### src/rtl/uart_frame_sequencer.sv
// Frame-level sequencer between uart_top and the coprocessor: collects chars into frames,
// issues them, relays results to the transmitter. Optional result timeout: SEQ_TIMEOUT_EN.
module uart_frame_sequencer #(
    parameter int DBITS             = 8,
    parameter int FRAME_BYTES       = 16,
    parameter int TX_HOLDOFF_CYCLES = 200_000,
    parameter int TIMEOUT_CYCLES    = 10_000_000
) (
    input  logic                         clk,
    input  logic                         rst,
    input  logic                         rx_char_received,
    input  logic [FRAME_BYTES*DBITS-1:0] rx_out,
    output logic [FRAME_BYTES*DBITS-1:0] cp_din,
    output logic                         cp_din_valid,
    input  logic [FRAME_BYTES*DBITS-1:0] cp_dout,
    input  logic                         cp_dout_valid,
    output logic [FRAME_BYTES*DBITS-1:0] tx_frame,
    output logic                         tx_trigger,
    input  logic                         status_clr,
    output logic [3:0]                   status,
    output logic [7:0]                   char_count,
    output logic [15:0]                  frame_count
);

    localparam int W      = FRAME_BYTES * DBITS;
    localparam int HOLD_W = $clog2(TX_HOLDOFF_CYCLES + 1);

    localparam logic [1:0] COLLECT = 2'd0;
    localparam logic [1:0] ISSUE   = 2'd1;
    localparam logic [1:0] WAIT    = 2'd2;
    localparam logic [1:0] HOLDOFF = 2'd3;

    if (TX_HOLDOFF_CYCLES < 1 || TIMEOUT_CYCLES < 1) begin : g_param_check
        $error("uart_frame_sequencer: TX_HOLDOFF_CYCLES and TIMEOUT_CYCLES must be >= 1");
    end

    logic [1:0]        state_r;
    logic [7:0]        char_count_r;
    logic [15:0]       frame_count_r;
    logic [HOLD_W-1:0] hold_cnt_r;
    logic [W-1:0]      cp_din_r;
    logic              cp_din_valid_r;
    logic [W-1:0]      tx_frame_r;
    logic              tx_trigger_r;
    logic              overrun_r;
    logic              spurious_r;
    logic              timeout_flag_s;
    logic              wait_expired_s;
    logic              overrun_set_s;
    logic              spurious_set_s;
    logic              accept_s;
    logic              timeout_set_s;

`ifdef SEQ_TIMEOUT_EN
    localparam int WAIT_W = $clog2(TIMEOUT_CYCLES + 1);

    logic [WAIT_W-1:0] wait_cnt_r;
    logic              timeout_r;

    // Counts consecutive WAIT cycles; restarts from zero on every entry into WAIT.
    always_ff @(posedge clk) begin
        if (rst) begin
            wait_cnt_r <= {WAIT_W{1'b0}};
        end else if (state_r == WAIT) begin
            wait_cnt_r <= wait_cnt_r + WAIT_W'(1);
        end else begin
            wait_cnt_r <= {WAIT_W{1'b0}};
        end
    end

    assign wait_expired_s = (state_r == WAIT) && (wait_cnt_r == WAIT_W'(TIMEOUT_CYCLES - 1));

    // Sticky timeout flag; a new set outranks a simultaneous clear.
    always_ff @(posedge clk) begin
        if (rst) begin
            timeout_r <= 1'b0;
        end else begin
            timeout_r <= timeout_set_s | (timeout_r & ~status_clr);
        end
    end

    assign timeout_flag_s = timeout_r;
`else
    assign wait_expired_s = 1'b0;
    assign timeout_flag_s = 1'b0;
`endif

    // Classifies this cycle's input events against the current state.
    always_comb begin
        overrun_set_s  = 1'b0;
        spurious_set_s = 1'b0;
        accept_s       = 1'b0;
        timeout_set_s  = 1'b0;
        case (state_r)
            COLLECT: begin
                spurious_set_s = cp_dout_valid;
            end
            ISSUE: begin
                overrun_set_s = rx_char_received;
                accept_s      = cp_dout_valid;
            end
            WAIT: begin
                overrun_set_s = rx_char_received;
                accept_s      = cp_dout_valid;
                timeout_set_s = wait_expired_s & ~cp_dout_valid;
            end
            HOLDOFF: begin
                overrun_set_s  = rx_char_received;
                spurious_set_s = cp_dout_valid;
            end
            default: begin
                overrun_set_s  = 1'b0;
                spurious_set_s = 1'b0;
            end
        endcase
    end

    // Frame FSM with its datapath registers.
    always_ff @(posedge clk) begin
        if (rst) begin
            state_r        <= COLLECT;
            char_count_r   <= 8'd0;
            frame_count_r  <= 16'd0;
            hold_cnt_r     <= {HOLD_W{1'b0}};
            cp_din_r       <= {W{1'b0}};
            cp_din_valid_r <= 1'b0;
            tx_frame_r     <= {W{1'b0}};
            tx_trigger_r   <= 1'b0;
        end else begin
            cp_din_valid_r <= 1'b0;
            tx_trigger_r   <= 1'b0;
            if (accept_s) begin
                tx_frame_r    <= cp_dout;
                tx_trigger_r  <= 1'b1;
                frame_count_r <= frame_count_r + 16'd1;
                hold_cnt_r    <= HOLD_W'(TX_HOLDOFF_CYCLES - 1);
            end
            case (state_r)
                COLLECT: begin
                    if (rx_char_received) begin
                        if (char_count_r == 8'(FRAME_BYTES - 1)) begin
                            char_count_r <= 8'd0;
                            state_r      <= ISSUE;
                        end else begin
                            char_count_r <= char_count_r + 8'd1;
                        end
                    end
                end
                ISSUE: begin
                    cp_din_r       <= rx_out;
                    cp_din_valid_r <= 1'b1;
                    state_r        <= accept_s ? HOLDOFF : WAIT;
                end
                WAIT: begin
                    if (accept_s) begin
                        state_r <= HOLDOFF;
                    end else if (timeout_set_s) begin
                        state_r <= COLLECT;
                    end else begin
                        state_r <= WAIT;
                    end
                end
                HOLDOFF: begin
                    if (hold_cnt_r == {HOLD_W{1'b0}}) begin
                        state_r <= COLLECT;
                    end else begin
                        hold_cnt_r <= hold_cnt_r - HOLD_W'(1);
                    end
                end
                default: begin
                    state_r <= COLLECT;
                end
            endcase
        end
    end

    // Sticky overrun and spurious-result flags; a new set outranks a simultaneous clear.
    always_ff @(posedge clk) begin
        if (rst) begin
            overrun_r  <= 1'b0;
            spurious_r <= 1'b0;
        end else begin
            overrun_r  <= overrun_set_s  | (overrun_r  & ~status_clr);
            spurious_r <= spurious_set_s | (spurious_r & ~status_clr);
        end
    end

    assign cp_din       = cp_din_r;
    assign cp_din_valid = cp_din_valid_r;
    assign tx_frame     = tx_frame_r;
    assign tx_trigger   = tx_trigger_r;
    assign char_count   = char_count_r;
    assign frame_count  = frame_count_r;
    assign status       = {(state_r != COLLECT), timeout_flag_s, spurious_r, overrun_r};

endmodule
### config.mk
export PLATFORM = sky130hd
export DESIGN_NAME = uart_frame_sequencer
export DESIGN_NICKNAME = d
export VERILOG_FILES = /design/src/rtl/uart_frame_sequencer.sv
export SDC_FILE = /design/constraint.sdc
export NUM_CORES = 1
export LEC_CHECK = 0
export BUFFER_PORTS_ARGS = -buffer_cell sky130_fd_sc_hd__clkbuf_2
export CORE_AREA = 4 4 210 212
export CTS_CLUSTER_DIAMETER = 60
export CTS_CLUSTER_SIZE = 28
export DETAILED_ROUTE_END_ITERATION = 8
export DIE_AREA = 0 0 214 216
export GPL_ROUTABILITY_DRIVEN = 0
export SETUP_SLACK_MARGIN = 0.15
export SLEW_MARGIN = 40
export SYNTH_ARGS = -nofsm -noshare
export SYNTH_HDL_FRONTEND = slang
export SYNTH_SLANG_ARGS = --single-unit
### constraint.sdc
create_clock -name clk -period 2.8 [get_ports clk]
set_clock_uncertainty 0.2 [all_clocks]
set_input_delay 0.56 -clock clk [delete_from_list [all_inputs] [get_ports clk]]
set_output_delay 0.56 -clock clk [all_outputs]
set_load 0.01 [all_outputs]
After elaboration in Yosys (flattened, before gate mapping)

Cells that the tools add are included.

Reductions and logical operators: 8
Shift-type cells: 0
Multiplexer cells: 14
Magnitude comparators: 0
$add $sub $neg: 3
$mul: 0
Eq/ne operators: 7
Div/mod/pow operators: 0
Bitwise gates (word level): 5

Operators with widths:

| cell                                                | number |
|---|---|
| two-way mux 18 bit                                  | 3 |
| zero test 18 bit                                    | 1 |
| subtractor 18 x 1 -> 18 bit, second input constant  | 1 |
| adder 16 x 1 -> 16 bit, second input constant       | 1 |
| adder 8 x 1 -> 8 bit, second input constant         | 1 |
| equality test 8 x 4 -> 1 bit, second input constant | 1 |
| two-way mux 8 bit                                   | 1 |
| two-way mux 1 bit                                   | 6 |
| two-way mux 2 bit                                   | 3 |
| inequality test 2 bit, second input constant        | 3 |
| case mux 2 bit (3 select lines)                     | 1 |
| equality test 2 bit, second input constant          | 2 |
| OR reduction 2 bit                                  | 2 |
| AND reduction 3 bit                                 | 1 |
| OR reduction 3 bit                                  | 1 |
| bitwise AND 1 bit                                   | 2 |
| equality test 2 x 1 -> 1 bit, second input constant | 1 |
| zero test 2 bit                                     | 1 |
| bitwise OR 1 bit                                    | 2 |
| AND reduction 2 bit                                 | 1 |
| nonzero test 2 bit                                  | 1 |
| NOT 1 bit                                           | 1 |

Register bits after elaboration: 304
Latch bits: 0
Memories kept: 0
Logic and storage cells: 47
Bits of input ports: 261
RAM bits: 0
ROM bits: 0

Logic depth before layout (Yosys ltp)

Word-level depth: 6
Depth in mapped cells: 8
Depth with buffers taken out: 7

Worst setup path after synthesis

OpenSTA, ideal clock, no wires.

Path type: register to register
From: register hold_cnt_r[0]
To: register hold_cnt_r[8]
Setup slack: 0.383 ns
Buffers on the path: 1
Data required time: 2.512 ns
Arrival: 2.129 ns
Stages on the path, launching flop included: 9
Clock period less this slack: 2.417 ns
Cells stage by stage: dfxtp_1 -> inv_1 -> ha_1 -> or3b_4 -> or4_4 -> o31ai_4 -> buf_6 -> nor3_1 -> nor4_2

Word-level cells in the longest chain between the ends: 3
Elaborated cells on any way between the ends: 4
Classes of those cells: 1 x add/sub; 2 x mux; 1 x reduce/logical

Ends and longest elaborated chain:

| item                                                            | line     | RTL |
|---|---|---|
| from (decl)                                                     | 40       | `logic [HOLD_W-1:0] hold_cnt_r;` |
| from (signal assigned)                                          | 124      | `hold_cnt_r <= {HOLD_W{1'b0}};` |
| from (signal assigned)                                          | 136      | `hold_cnt_r <= HOLD_W'(TX_HOLDOFF_CYCLES - 1);` |
| from (signal assigned)                                          | 167      | `hold_cnt_r <= hold_cnt_r - HOLD_W'(1);` |
| subtractor 18 x 1 -> 18 bit or zero test 18 bit (tied branches) | 167, 164 |  |
| two-way mux 18 bit *                                            | 164      | `if (hold_cnt_r == {HOLD_W{1'b0}}) begin` |
| two-way mux 18 bit *                                            | 138      | `case (state_r)` |

Mark *: on every way between the ends. The rest lies on a longest branch, timed or not.
A chain may end at the register's enable or synchronous reset.

Final worst setup path

From: register hold_cnt_r[8]
To: register hold_cnt_r[15]

The elaborated chain is that of the path after synthesis.

==> key figures <==
Place
  – Final HPWL DP: around 29 mm
  – # port buffers: ~550
  – Placed cell count: 2276

Routing
  – Remaining DRCs: 0
  – WL per Instance: between 15 and 20 µm
  – Vias/cell: between 4 and 5
  – Initial DRC count: between 400 and 500
  – Routed vias: 11400
  – First-pass DRT Iterations: 5
  – Wirelength, routed: 40.8 mm
  – Antenna Nets Post-Route: 0

CTS
  – Clock Path Buffers: 3
  – CTS buffer count: 29
  – H-Tree Level Count: 1
  – CTS tree: built
  – Clock sinks: just over 300
  – Clock Latency Late Sink: 560 ps
  – CTS clock-pin slew for the worst setup and hold paths: around 70 ps
  – Post-CTS Setup Inserts: 0
  – Root Buffer: clkbuf_16

Setup path
  – FF-to-FF setup slack: about 300 ps
  – Path depth of the worst reg2reg path: 6
  – Setup Crit Path Kind: flop to flop
  – Startpoint Class: flop
  – FF-to-FF End: hold_cnt_r[15]
  – CP Data Required Time: around 3000 ps
  – CP Capture Type: flop
  – CP arrival: 2720 ps
  – Crit Reg-Reg Startpoint: hold_cnt_r[8]
  – Worst Path Max Fanout: 8

Status
  – Status: finished clean

STA
  – Slew HR: 51.1%
  – Post-route minimum period: around 2500 ps
  – Period utilisation layout: between 80% and 90%
  – Hold Violations, Final: 0
  – Fin Setup TNS: 0 ps
  – Slew @ Worst Pin: 734 ps
  – RSZ-0062 raised after global routing: false
  – Fmax: approximately 400 MHz
  – Final setup vio count: 0
  – Count of pins over their slew limit: 0

Logic synthesis
  – Post-synthesis sequential area ratio: between 50% and 60%
  – Synth Register Bits: ~300
  – Top post-synthesis cells by area: dfxtp_1 55%, mux2i_1 12%, nand2_1 9.3%, a21oi_1 6.4%, nor2_1 5.8%
  – Synthesized area: around 11000 µm²
  – Cell count after synthesis: between 1000 and 1500
  – Avg Synthesized Cell Area: 8.89 µm²
  – Most numerous cell in the Yosys netlist: dfxtp_1
  – Netlist cell types: 49
  – Ys Warns: 0
  – Post-synth top cells: 304 x dfxtp_1, 276 x nand2_1, 171 x nor2_1, 142 x a21oi_1, 128 x mux2i_1
  – Post-synth ARST share: 0%
  – Share of the synthesized area in the top cell type: 54.7%
  – Top cell type by total area after synthesis: dfxtp_1
  – Syn nets: 1517
  – Main flop type after synthesis: dfxtp_1
  – Post-synth EDFFs: 0

Run
  – Total of max-cap violations: 0

Global route
  – GRT Total Usage: between 15 and 20%
  – Initial antenna violation count: 10
  – Global route overflow: 0
  – Vias in the first global route: between 10000 and 15000
  – First-pass GRT wire length: between 60 and 70 mm
  – Pin count of the biggest net entering global routing: 98

Floorplan
  – Starting density of the core: 26.5%
  – Die area: between 40000 and 50000 µm²
  – Core Footprint: about 42000 µm²
  – Die height: ~220 µm
  – DIE WIDTH: 214 µm
  – Num ports: around 550
  – FP Rows: 75

Final layout
  – Layout net count: ~2300
  – Synthesis-to-finish area growth: 60.1%
  – Fin cells: approximately 2600
  – Fillcell total: 4005
  – Share of layout cells above drive strength 1: 32.4%

Hold path
  – Worst hold stages: 3
  – Hold_sp: rx_out[48]
  – HP Class: input pin to flop
  – Worst Hold Path EP: cp_din[48]

Pwr
  – PwrDens: slightly above 800 nW/µm²
  – VDD IR-drop max: ~460 µV
  – Leak: roughly 7.6 nW
[cell families after synthesis]
group	count (synthesis)	synth area share, %
simple gates	515	19.2
flops	304	54.7
compound gates	178	8.80
mux	128	11.5
buf+inv	98	3.48
xor+xnor	20	1.58
fa+ha+maj	6	0.675
other cells	1	0.0337
[repair_timing]
action / 4_1_cts / 5_1_grt
endpoints found under the setup margin: 0 / 4
hold endpoints to repair: 220 / 0
resized for setup: 0 / 1
hold buffers: 220 / 0
[report_power, final]
group | switching, mW | leakage, nW | internal [mW]
registers | 0.451 | 2.45 | 5.11
logic | 2.55 | 4.61 | 2.05
clock network | 1.97 | 0.507 | 2.22
[how the worst max path moves through the flow]
| stage | startpoint | slack (ps) | end |
|---|---|---|---|
| finish | hold_cnt_r[8] | 310 | hold_cnt_r[15] |
| global route | hold_cnt_r[8] | 170 | hold_cnt_r[3] |
| CTS | hold_cnt_r[0] | 230 | hold_cnt_r[3] |
| detailed placement | hold_cnt_r[0] | 240 | hold_cnt_r[3] |
| global placement | hold_cnt_r[0] | 280 | hold_cnt_r[8] |
| floorplan | hold_cnt_r[0] | 380 | hold_cnt_r[8] |
[metal layers]
metal	vias up	GRT usage, %	part of all wire, %
met5	-	0	0
met4	0	6.44	4.9
met3	103	5.26	7.5
met2	442	31.8	52
met1	5224	16.8	36
li1	5630	-	-
[sequential cells by signal (all words and copies together), names as in the netlist]
name and cells:
cp_din_valid 1, cp_din 128, spurious_r 1, char_count 8, tx_trigger 1, tx_frame 128
frame_count 16, hold_cnt_r 18, overrun_r 1, state_r 2
[layout make-up]
class	instances	area, µm²	share of cell area, %
sequential	304	6090	34.2
timing repair buffer	794	5250	29.5
multi-input combinational	848	4670	26.3
clock buffer	30	729	4.10
tap	539	674	3.79
clock inverter	24	323	1.81
inverter	12	45.0	0.253
antenna	8	20.0	0.112
[critical path: stages, from the launching register on]
cell	delay (ps)
dfxtp_1	380
or4_4	570
or4_4	570
o31ai_4	230
buf_2	220
or3_2	130
a31oi_1	70
[cell usage in the layout (no fill, tap or decap), types with 9 or more instances in the layout]
master,n
clkbuf_2,544
dfxtp_1,304
nand2_1,275
dlygate4sd3_1,220
nor2_1,171
a21oi_1,142
mux2i_1,128
clkbuf_16,29
buf_4,20
nand3_1,13
inv_1,12
nor3_1,12
xnor2_1,11
o21ai_0,10
xor2_1,9
clkinv_8,9
[through the flow]
stage | hold slack, ps | power (mW) | setup slack (ps) | area, µm² | utilization [%]
finish | 36.2 | 14.4 | 306 | 17800 | 42.4
floorplan | 263 | 8.27 | 383 | 11100 | -
CTS | 0.0720 | 14.5 | 225 | 17800 | 42.3
detailed placement | 245 | 9.99 | 238 | 14500 | 34.6
global route | 7.49 | 15.2 | 174 | 17800 | 42.4
global placement | 241 | 9.89 | 282 | 14500 | 34.6
(Power assumes the default switching activity.)
